$ cat src/rtl/stage_pkg.sv
// Shared types for the game-flow sequencer: stage encoding, HUD countdown width
// and the screen-enable decode used by the display mux.
package stage_pkg;

    typedef enum logic [2:0] {
        MENU      = 3'd0,
        INTRO     = 3'd1,
        PLAY      = 3'd2,
        RESULT    = 3'd3,
        GAME_OVER = 3'd4,
        WIN       = 3'd5
    } stage_t;

    localparam int COUNTDOWN_W = 4;
    localparam int SCREEN_W    = 5;

    // Bit order {win, gameOver, result, intro, menu}; PLAY shows the game itself.
    function automatic logic [SCREEN_W-1:0] screen_enables(input stage_t s);
        logic [SCREEN_W-1:0] v;
        case (s)
            MENU:      v = 5'b00001;
            INTRO:     v = 5'b00010;
            RESULT:    v = 5'b00100;
            GAME_OVER: v = 5'b01000;
            WIN:       v = 5'b10000;
            default:   v = 5'b00000;
        endcase
        return v;
    endfunction

    // Stages in which the one-second divider is allowed to run.
    function automatic logic is_timed(input stage_t s);
        logic t;
        case (s)
            INTRO, PLAY, RESULT: t = 1'b1;
            default:             t = 1'b0;
        endcase
        return t;
    endfunction

endpackage

$ cat src/rtl/sec_tick_gen.sv
// One-second divider: registered one-clock pulse on the last count of each
// period, synchronous clear to restart a full period, and hold to freeze it.
module sec_tick_gen #(
    parameter int CLKS_PER_SEC = 31500000
) (
    input  logic clk,
    input  logic reset,
    input  logic clear,
    input  logic hold,
    output logic pulse
);

    localparam int               CNT_W = (CLKS_PER_SEC > 1) ? $clog2(CLKS_PER_SEC) : 1;
    localparam logic [CNT_W-1:0] LAST  = CNT_W'(CLKS_PER_SEC - 1);

    logic [CNT_W-1:0] r_cnt;
    logic             r_pulse;
    logic [CNT_W-1:0] w_cnt_next;

    // Free-running successor of the counter, wrapping after the last count.
    always_comb begin
        if (r_cnt == LAST) begin
            w_cnt_next = '0;
        end else begin
            w_cnt_next = r_cnt + 1'b1;
        end
    end

    // Pulse is registered against the count it accompanies, so it is high
    // exactly in the cycle where the counter sits at CLKS_PER_SEC-1.
    always_ff @(posedge clk) begin
        if (reset || clear) begin
            r_cnt   <= '0;
            r_pulse <= 1'b0;
        end else if (hold) begin
            r_cnt   <= r_cnt;
            r_pulse <= 1'b0;
        end else begin
            r_cnt   <= w_cnt_next;
            r_pulse <= (w_cnt_next == LAST);
        end
    end

    assign pulse = r_pulse;

endmodule

$ cat src/rtl/stage_sequencer.sv
// Game-flow sequencer feeding the level controller and display mux.
// Optional pause support (pauseKey input) is built when STAGE_PAUSE_EN is defined.
module stage_sequencer
    import stage_pkg::*;
#(
    parameter  int CLKS_PER_SEC   = 31500000,
    parameter  int NUM_LEVELS     = 4,
    parameter  int INTRO_SECONDS  = 3,
    parameter  int RESULT_SECONDS = 2,
    localparam int LVL_W          = (NUM_LEVELS > 1) ? $clog2(NUM_LEVELS) : 1
) (
    input  logic                   clk,
    input  logic                   reset,
    input  logic                   startKey,
`ifdef STAGE_PAUSE_EN
    input  logic                   pauseKey,
`endif
    input  logic                   stageEnded,
    input  logic                   stageFailed,
    input  logic                   lastLevelEnded,
    output logic                   levelEnable,
    output logic                   cycleLevel,
    output logic                   oneSecPulse,
    output logic [LVL_W-1:0]       levelIndex,
    output logic [COUNTDOWN_W-1:0] countdown,
    output logic                   menuEn,
    output logic                   introEn,
    output logic                   resultEn,
    output logic                   gameOverEn,
    output logic                   winEn
);

    localparam logic [LVL_W-1:0]       LAST_LVL  = LVL_W'(NUM_LEVELS - 1);
    localparam logic [COUNTDOWN_W-1:0] CD_INTRO  = COUNTDOWN_W'(INTRO_SECONDS);
    localparam logic [COUNTDOWN_W-1:0] CD_RESULT = COUNTDOWN_W'(RESULT_SECONDS);
    localparam logic [COUNTDOWN_W-1:0] CD_ONE    = COUNTDOWN_W'(1);

    stage_t                 r_state;
    logic                   r_start_hist;
    logic [LVL_W-1:0]       r_level_idx;
    logic [COUNTDOWN_W-1:0] r_countdown;
    logic                   r_cycle_level;
    logic                   r_level_en;
    logic [SCREEN_W-1:0]    r_screen;

    stage_t                 w_state_next;
    logic [LVL_W-1:0]       w_level_next;
    logic [COUNTDOWN_W-1:0] w_count_next;
    logic                   w_cycle_next;
    logic                   w_start_edge;
    logic                   w_tick;
    logic                   w_clear;
    logic                   w_hold;

    assign w_start_edge = startKey & ~r_start_hist;

    // Next-state and next-value logic; outputs are registered from these.
    always_comb begin
        w_state_next = r_state;
        w_level_next = r_level_idx;
        w_count_next = r_countdown;
        w_cycle_next = 1'b0;
        case (r_state)
            MENU: begin
                if (w_start_edge) begin
                    w_state_next = INTRO;
                    w_level_next = '0;
                    w_count_next = CD_INTRO;
                end else begin
                    w_state_next = MENU;
                end
            end
            INTRO: begin
                if (w_tick) begin
                    if (r_countdown <= CD_ONE) begin
                        w_state_next = PLAY;
                        w_count_next = '0;
                    end else begin
                        w_count_next = r_countdown - CD_ONE;
                    end
                end else begin
                    w_count_next = r_countdown;
                end
            end
            PLAY: begin
                if (stageFailed) begin
                    w_state_next = GAME_OVER;
                end else if (stageEnded) begin
                    if (lastLevelEnded || (r_level_idx == LAST_LVL)) begin
                        w_state_next = WIN;
                    end else begin
                        w_state_next = RESULT;
                        w_count_next = CD_RESULT;
                    end
                end else begin
                    w_state_next = PLAY;
                end
            end
            RESULT: begin
                if (w_tick) begin
                    if (r_countdown <= CD_ONE) begin
                        w_state_next = INTRO;
                        w_count_next = CD_INTRO;
                        w_cycle_next = 1'b1;
                        // The last level exits via WIN, so this only guards saturation.
                        if (r_level_idx == LAST_LVL) begin
                            w_level_next = r_level_idx;
                        end else begin
                            w_level_next = r_level_idx + 1'b1;
                        end
                    end else begin
                        w_count_next = r_countdown - CD_ONE;
                    end
                end else begin
                    w_count_next = r_countdown;
                end
            end
            GAME_OVER, WIN: begin
                if (w_start_edge) begin
                    w_state_next = MENU;
                    w_level_next = '0;
                end else begin
                    w_state_next = r_state;
                end
            end
            default: begin
                w_state_next = MENU;
                w_level_next = '0;
                w_count_next = '0;
            end
        endcase
    end

    // Divider restarts on entry to a timed stage and stays idle outside them.
    assign w_clear = ~is_timed(w_state_next) | (w_state_next != r_state);

`ifdef STAGE_PAUSE_EN
    logic r_pause_hist;
    logic r_paused;
    logic w_paused_next;

    // Pause toggles on a key edge and is only meaningful in timed stages.
    always_comb begin
        if (is_timed(w_state_next)) begin
            w_paused_next = r_paused ^ (pauseKey & ~r_pause_hist);
        end else begin
            w_paused_next = 1'b0;
        end
    end

    // Pause key history and paused flag.
    always_ff @(posedge clk) begin
        if (reset) begin
            r_pause_hist <= 1'b0;
            r_paused     <= 1'b0;
        end else begin
            r_pause_hist <= pauseKey;
            r_paused     <= w_paused_next;
        end
    end

    // Hold uses the next paused value so the pulse is suppressed in every paused cycle.
    assign w_hold = w_paused_next;
`else
    assign w_hold = 1'b0;
`endif

    sec_tick_gen #(
        .CLKS_PER_SEC(CLKS_PER_SEC)
    ) u_tick (
        .clk   (clk),
        .reset (reset),
        .clear (w_clear),
        .hold  (w_hold),
        .pulse (w_tick)
    );

    // State register plus registered decode of the next state.
    always_ff @(posedge clk) begin
        if (reset) begin
            r_state       <= MENU;
            r_start_hist  <= 1'b0;
            r_level_idx   <= '0;
            r_countdown   <= '0;
            r_cycle_level <= 1'b0;
            r_level_en    <= 1'b0;
            r_screen      <= screen_enables(MENU);
        end else begin
            r_state       <= w_state_next;
            r_start_hist  <= startKey;
            r_level_idx   <= w_level_next;
            r_countdown   <= w_count_next;
            r_cycle_level <= w_cycle_next;
            r_level_en    <= (w_state_next == PLAY);
            r_screen      <= screen_enables(w_state_next);
        end
    end

    assign levelEnable = r_level_en;
    assign cycleLevel  = r_cycle_level;
    assign oneSecPulse = w_tick;
    assign levelIndex  = r_level_idx;
    assign countdown   = r_countdown;
    assign menuEn      = r_screen[0];
    assign introEn     = r_screen[1];
    assign resultEn    = r_screen[2];
    assign gameOverEn  = r_screen[3];
    assign winEn       = r_screen[4];

endmodule

$ cat config.mk
export PLATFORM = sky130hd
export DESIGN_NAME = stage_sequencer
export DESIGN_NICKNAME = d
export VERILOG_FILES = /design/src/rtl/stage_pkg.sv /design/src/rtl/sec_tick_gen.sv /design/src/rtl/stage_sequencer.sv
export SDC_FILE = /design/constraint.sdc
export NUM_CORES = 1
export LEC_CHECK = 0
export ABC_CLOCK_PERIOD_IN_PS = 3200
export BUFFER_PORTS_ARGS = -buffer_cell sky130_fd_sc_hd__clkbuf_2
export CAP_MARGIN = 20
export CORE_MARGIN = 2
export CORE_UTILIZATION = 42
export CTS_CLUSTER_DIAMETER = 120
export DETAILED_ROUTE_END_ITERATION = 16
export GPL_ROUTABILITY_DRIVEN = 0
export PLACE_DENSITY_LB_ADDON = 0.12
export SYNTH_ARGS = -nofsm -noshare
export SYNTH_HDL_FRONTEND = slang
export SYNTH_SLANG_ARGS = --single-unit
$ cat constraint.sdc
create_clock -name clk -period 3.2 [get_ports clk]
set_input_delay 0.8 -clock clk [delete_from_list [all_inputs] [get_ports clk]]
set_output_delay 0.8 -clock clk [all_outputs]
set_load 0.05 [all_outputs]
### Word-level counts from Yosys, hierarchy flattened

Cells that the tools add are included.
W data, S select, Z words.

| cells by class | value |
|---|---|
| $add $sub $neg | 3 |
| div/mod/pow operators | 0 |
| equality and inequality tests | 23 |
| order comparisons | 1 |
| multipliers | 0 |
| shift-type cells | 0 |
| reductions and logical operators | 11 |
| multiplexer cells | 28 |
| bitwise operators | 8 |

Operators by type and width:

| operator | number |
|---|---|
| $eq A25 B25 Y1 const B | 2 |
| $mux W4 | 8 |
| $add A25 B1 Y25 const B | 1 |
| $mux W25 | 1 |
| $pmux W5 S5 | 1 |
| $mux W3 | 8 |
| $pmux W4 S5 | 1 |
| $pmux W3 S5 | 1 |
| $eq A3 B2 Y1 const B | 4 |
| $eq A3 B3 Y1 const B | 4 |
| $ne A2 B2 Y1 const B | 6 |
| $reduce_or A3 Y1 | 3 |
| $mux W2 | 4 |
| $reduce_and A7 Y1 | 1 |
| $eq A3 B1 Y1 const B | 2 |
| $logic_not A3 Y1 | 2 |
| $ne A2 B1 Y1 const B | 3 |
| $not A1 Y1 | 6 |
| $pmux W2 S3 | 1 |
| $reduce_and A5 Y1 | 1 |
| $le A4 B1 Y1 const B | 1 |
| $reduce_or A2 Y1 | 2 |
| $sub A4 B1 Y4 const B | 1 |
| $mux W1 | 3 |
| other kinds (6) | 7 |

| storage, ports and cells | value |
|---|---|
| bits in latches | 0 |
| ROM bits | 0 |
| output and inout bits | 14 |
| logic and storage cells | 83 |
| bits in registers | 43 |
| memory bits (writable) | 0 |
| input bits | 6 |
| memories | 0 |

### Logic depth before layout (Yosys ltp)

| logic depth | value |
|---|---|
| depth after elaboration | 12 |
| mapped depth | 9 |
| mapped depth without buffers | 8 |

### Cells and area by module

Synthesis repeated with hierarchy kept, for this count alone.

| unflattened totals | value |
|---|---|
| cell total of the unflattened synthesis | 336 |
| area, all modules | 2730.1 um^2 |

Modules (own cells, without submodules):

| module | seq. area each (um^2) | area an instance (um^2) | cells each | times used |
|---|---|---|---|---|
| sec_tick_gen | 520.5 | 1727.9 | 221 | 1 |
| stage_sequencer | 340.3 | 1002.2 | 115 | 1 |

### Least setup slack after synthesis

OpenSTA, ideal clock, no wires.

| timing | value |
|---|---|
| path type | register to register |
| from | register r_countdown[0], in the netlist countdown[0] |
| to | register u_tick.r_pulse, in the netlist u_tick.pulse |
| path buffers | 1 |
| stages on the path, launching flop included | 10 |
| setup time | 88 ps |
| arrival | 2617 ps |
| slack | 495 ps |
| clock period less this slack | 2705 ps |
| data required time | 3112 ps |
| cells stage by stage | dfxtp_1 > inv_1 > ha_1 > or2_2 > and3_1 > a211oi_1 > nand3_1 > o21bai_1 > buf_1 > nor4_2 |

| between the ends | value |
|---|---|
| cells in the longest elaborated chain, start to end | 10 |
| elaborated cells between the ends (all ways) | 15 |
| classes of those cells | order compare: 1; eq/ne: 4; mux: 6; bitwise: 2; reduce/logical: 2 |

Ends and longest elaborated chain:

| item | RTL line | RTL |
|---|---|---|
| start, declared | stage_sequencer.sv:41 | `logic [COUNTDOWN_W-1:0] r_countdown;` |
| start signal, assigned | stage_sequencer.sv:192 | `r_countdown <= w_count_next;` |
| $le A4 B1 Y1 * | stage_sequencer.sv:75, stage_sequencer.sv:101 |  |
| $mux W3 (on tied branches) | stage_sequencer.sv:101, stage_sequencer.sv:75 |  |
| $mux W3 (on tied branches) | stage_sequencer.sv:100, stage_sequencer.sv:74 |  |
| $pmux W3 S5 * | stage_sequencer.sv:63 | `case (r_state)` |
| $eq A3 B2 Y1 or $eq A3 B1 Y1 (tied branches) | stage_pkg.sv:34 | `case (s)` |
| $reduce_or A3 Y1 | stage_pkg.sv:34 |  |
| $mux W1 | stage_pkg.sv:34 |  |
| $not A1 Y1 | stage_sequencer.sv:135 | `assign w_clear = ~is_timed(w_state_next) \| (w_state_next != r_state);` |
| $or A1 B1 Y1 * | stage_sequencer.sv:135 |  |
| $logic_or A1 B1 Y1 * | sec_tick_gen.sv:32 | `if (reset \|\| clear) begin` |
| end signal, assigned | sec_tick_gen.sv:40 | `r_pulse <= (w_cnt_next == LAST);` |
| end, declared | sec_tick_gen.sv:17 | `logic r_pulse;` |

Every way passes the cells marked *; elsewhere a longest branch is shown, timed or not.
A chain may end at the register's enable or synchronous reset.

### Worst setup path in the final report

| timing | value |
|---|---|
| from | register u_tick.r_cnt[0] |
| to | register u_tick.r_pulse, in the netlist u_tick.pulse |

| between the ends | value |
|---|---|
| cells in the longest elaborated chain, start to end | 3 |
| elaborated cells between the ends (all ways) | 4 |
| classes of those cells | add/sub: 1; eq/ne: 2; mux: 1 |

Ends and longest elaborated chain:

| item | RTL line | RTL |
|---|---|---|
| start, declared | sec_tick_gen.sv:16 | `logic [CNT_W-1:0] r_cnt;` |
| start signal, assigned | sec_tick_gen.sv:36 | `r_cnt <= r_cnt;` |
| start signal, assigned | sec_tick_gen.sv:39 | `r_cnt <= w_cnt_next;` |
| $add A25 B1 Y25 or $eq A25 B25 Y1 (tied branches) | sec_tick_gen.sv:25, sec_tick_gen.sv:22 |  |
| $mux W25 * | sec_tick_gen.sv:22 | `if (r_cnt == LAST) begin` |
| $eq A25 B25 Y1 * | sec_tick_gen.sv:40 |  |

Marked as above.

==> flow_summary.yaml <==
final_layout:
  n_antenna_cell: 0
  area_delta_synth_final_pct: 11.8
  fin_area_um2: 2460
  postLayoutCoreUtil_pct: 48.5
  n_fill_cell: 518
  drive_above_1_share_pct: 12.8
  nNetsFinal: 299
synth:
  synth_most_common_cell: "dfxtp_1"
  syn_area_um2: 2200
  synthArstFlopShare_pct: 0
  synth_edf_count: 0
  syn_nets: 279
  yosysSeqAreaShare_pct: 39.1
  synth_area_leaders: "dfxtp_1, nor2_1, xor2_1"
  postSynthCellCount: 269
  yosys_warnings: 0
  synth_area_leader_cell: "dfxtp_1"
  ys_ff_latch: 43
  synth_top_area_share_pct: 39.1
  synth.avg_cell_area_um2: 8.19
  ys_top_cells_by_count: "dfxtp_1, nor2_1, nand2_1"
  synth_cell_types: 48
  synth_ff_type: "dfxtp_1"
cts:
  h-tree-depth: 2
  post-cts-setup-buffers: 0
  cts.sinks: 43
  cts_buffers: 5
  ctsLongestPathBuffers: 2
  clk_latency_ns: 0.29
  clock-root-buffer: "clkbuf_8"
  cts_hold_buf: 0
  cts_tree: "yes"
  clk_pin_slew_ns: 0.09
  cts_resized: 0
placement:
  dp_hpwl_um: 3430
  io_buffers: 19
  dpl_cell_area_um2: 2370
sta:
  fin_worst_skew_ns: 0.00414
  final-hold-violation-count: 0
  worst_slew_pin_slew_ns: 1.01
  setup_viol: 0
  final.setup.tns_ns: 0
  drv_slew: 0
  rsz0062_at_grt: "false"
  finalCritPeriodShare_pct: 85.7
  period_needed_ns: 2.74
  max_freq_mhz: 365
  slew_headroom_pct: 32.6
  whs_ns: 0.504
pwr:
  vdd_drop_max_v: 0.000175
  p_leak_nw: 0.874
  p_per_area_nw_per_um2: 404
floorplan:
  initial_core_util_pct: 43.4
  rows: 26
  die_x_um: 76.4
  die-area_um2: 5840
  io_pins: 20
  die_h_um: 76.4
  core_um2: 5070
setup_path:
  cp.arrival_ns: 2.95
  start_kind: "flop"
  worst-setup-path-type: "reg -> reg"
  slowest_stage: "or4_1"
  path_max_fanout: 6
  path_cells: "ha_1 > nand3_1 > or4_1 > o21a_1 > nor4b_2 > or4b_1 > nor4_2"
  worstSetupEndpointType: "flop"
  worst_path_largest_cell_delay_ns: 0.66
  worstPathRequired_ns: 3.41
route:
  wl_per_cell_um: 12.6
  drt_iter0_markers: 68
  ant_nets: 0
  finalWirelength_um: 4520
  vias: 1896
  via_per_inst: 5.27
  drc: 0
  first_pass_iters: 4
global_route:
  grt_pass1_wl_um: 7790
  grt_pass1_vias: 1738
  grt_overflow: 0
  grt_max_degree: 18
  antenna_found_initial: 0
  track_usage_pct: 16.1
job:
  max_cap_viol_count: 0
hold_path:
  holdCritPathClass: "reg -> reg"
outcome:
  status: "finished clean"
registers in the layout, indices dropped and copies added (netlist names):
signal / count
u_tick.pulse: 1
r_state: 3
levelIndex: 2
r_start_hist: 1
cycleLevel: 1
r_screen: 5
countdown: 4
u_tick.r_cnt: 25
levelEnable: 1
through the flow:
step / power, mW / instances / setup WS, ns
5_1_grt: 1.05 / 360 / 0.271
2_1_floorplan: 0.629 / 269 / 0.495
3_5_place_dp: 0.652 / 352 / 0.455
6_report: 0.996 / 360 / 0.459
3_3_place_gp: 0.652 / 352 / 0.446
4_1_cts: 1.01 / 360 / 0.456
placed cells by master (no fill, tap or decap), drive strengths merged, types with 2 or more instances in the layout:
cell type	instances
dfxtp	43
o21bai	2
nor2b	8
a21oi	12
mux2i	3
xnor2	10
and3	6
ha	4
or4	2
a31oi	4
xor2	11
nor3b	2
nor4bb	2
or3	3
nand4	6
inv	11
buf	3
nand3	15
nand2b	5
or4b	3
and4	2
and2	5
nor2	40
nor3	8
o211ai	2
or2	2
clkbuf	24
clkinvlp	2
nand2	18
nor4	6
o21ai	13
layout make-up:
class | count | area [µm²] | area share (%)
multi-input combinational | 207 | 1270 | 51.4
clock buffer | 5 | 68.8 | 2.79
sequential | 43 | 861 | 35.0
timing repair buffer | 22 | 118 | 4.78
clock inverter | 3 | 23.8 | 0.965
inverter | 10 | 37.5 | 1.52
tap | 70 | 87.6 | 3.56
kinds of logic (layout without fill, tap and decap cells):
family	after synthesis	after routing	synth area share (%)
AO/OA/AOI/OAI	41	41	11.1
XOR/XNOR	21	21	8.35
multiplexers	3	3	1.36
buffers and inverters	19	40	3.41
AND/OR/NAND/NOR	138	138	34.4
adder cells (fa/ha/maj)	4	4	2.27
flip-flops	43	43	39.1
per-layer routing:
metal  track usage [%]  up-vias  wire [µm]
met5                 0        -          0
met3              3.79        4        171
met1              20.8      869       2190
li1                  -      989          -
met4              4.55        0         39
met2              26.8       34       2120
critical path, delay by kind of cell (launching register included):
family / cells / cell delay [ns]
adders and majority gates: 1 / 0.24
and+or+nand+nor: 5 / 1.75
DFF: 1 / 0.42
AOI/OAI and AO/OA: 1 / 0.24
where the power goes:
group	switching (mW)	leakage, nW	internal (mW)
Clock	0.201	0.0408	0.156
Sequential	0.00776	0.348	0.542
Combinational	0.0597	0.485	0.0297
final timing paths:
check                                      from         endpoint  slack, ns  depth (start not counted)
worst min-delay path            u_tick.r_cnt[0]  u_tick.r_cnt[0]       0.50                          1
worst max register to register  u_tick.r_cnt[0]     u_tick.pulse       0.46                          7
worst min register to register  u_tick.r_cnt[0]  u_tick.r_cnt[0]       0.50                          1
worst max-delay path            u_tick.r_cnt[0]     u_tick.pulse       0.46                          7
No activity file was read; power rests on OpenSTA's default activity.
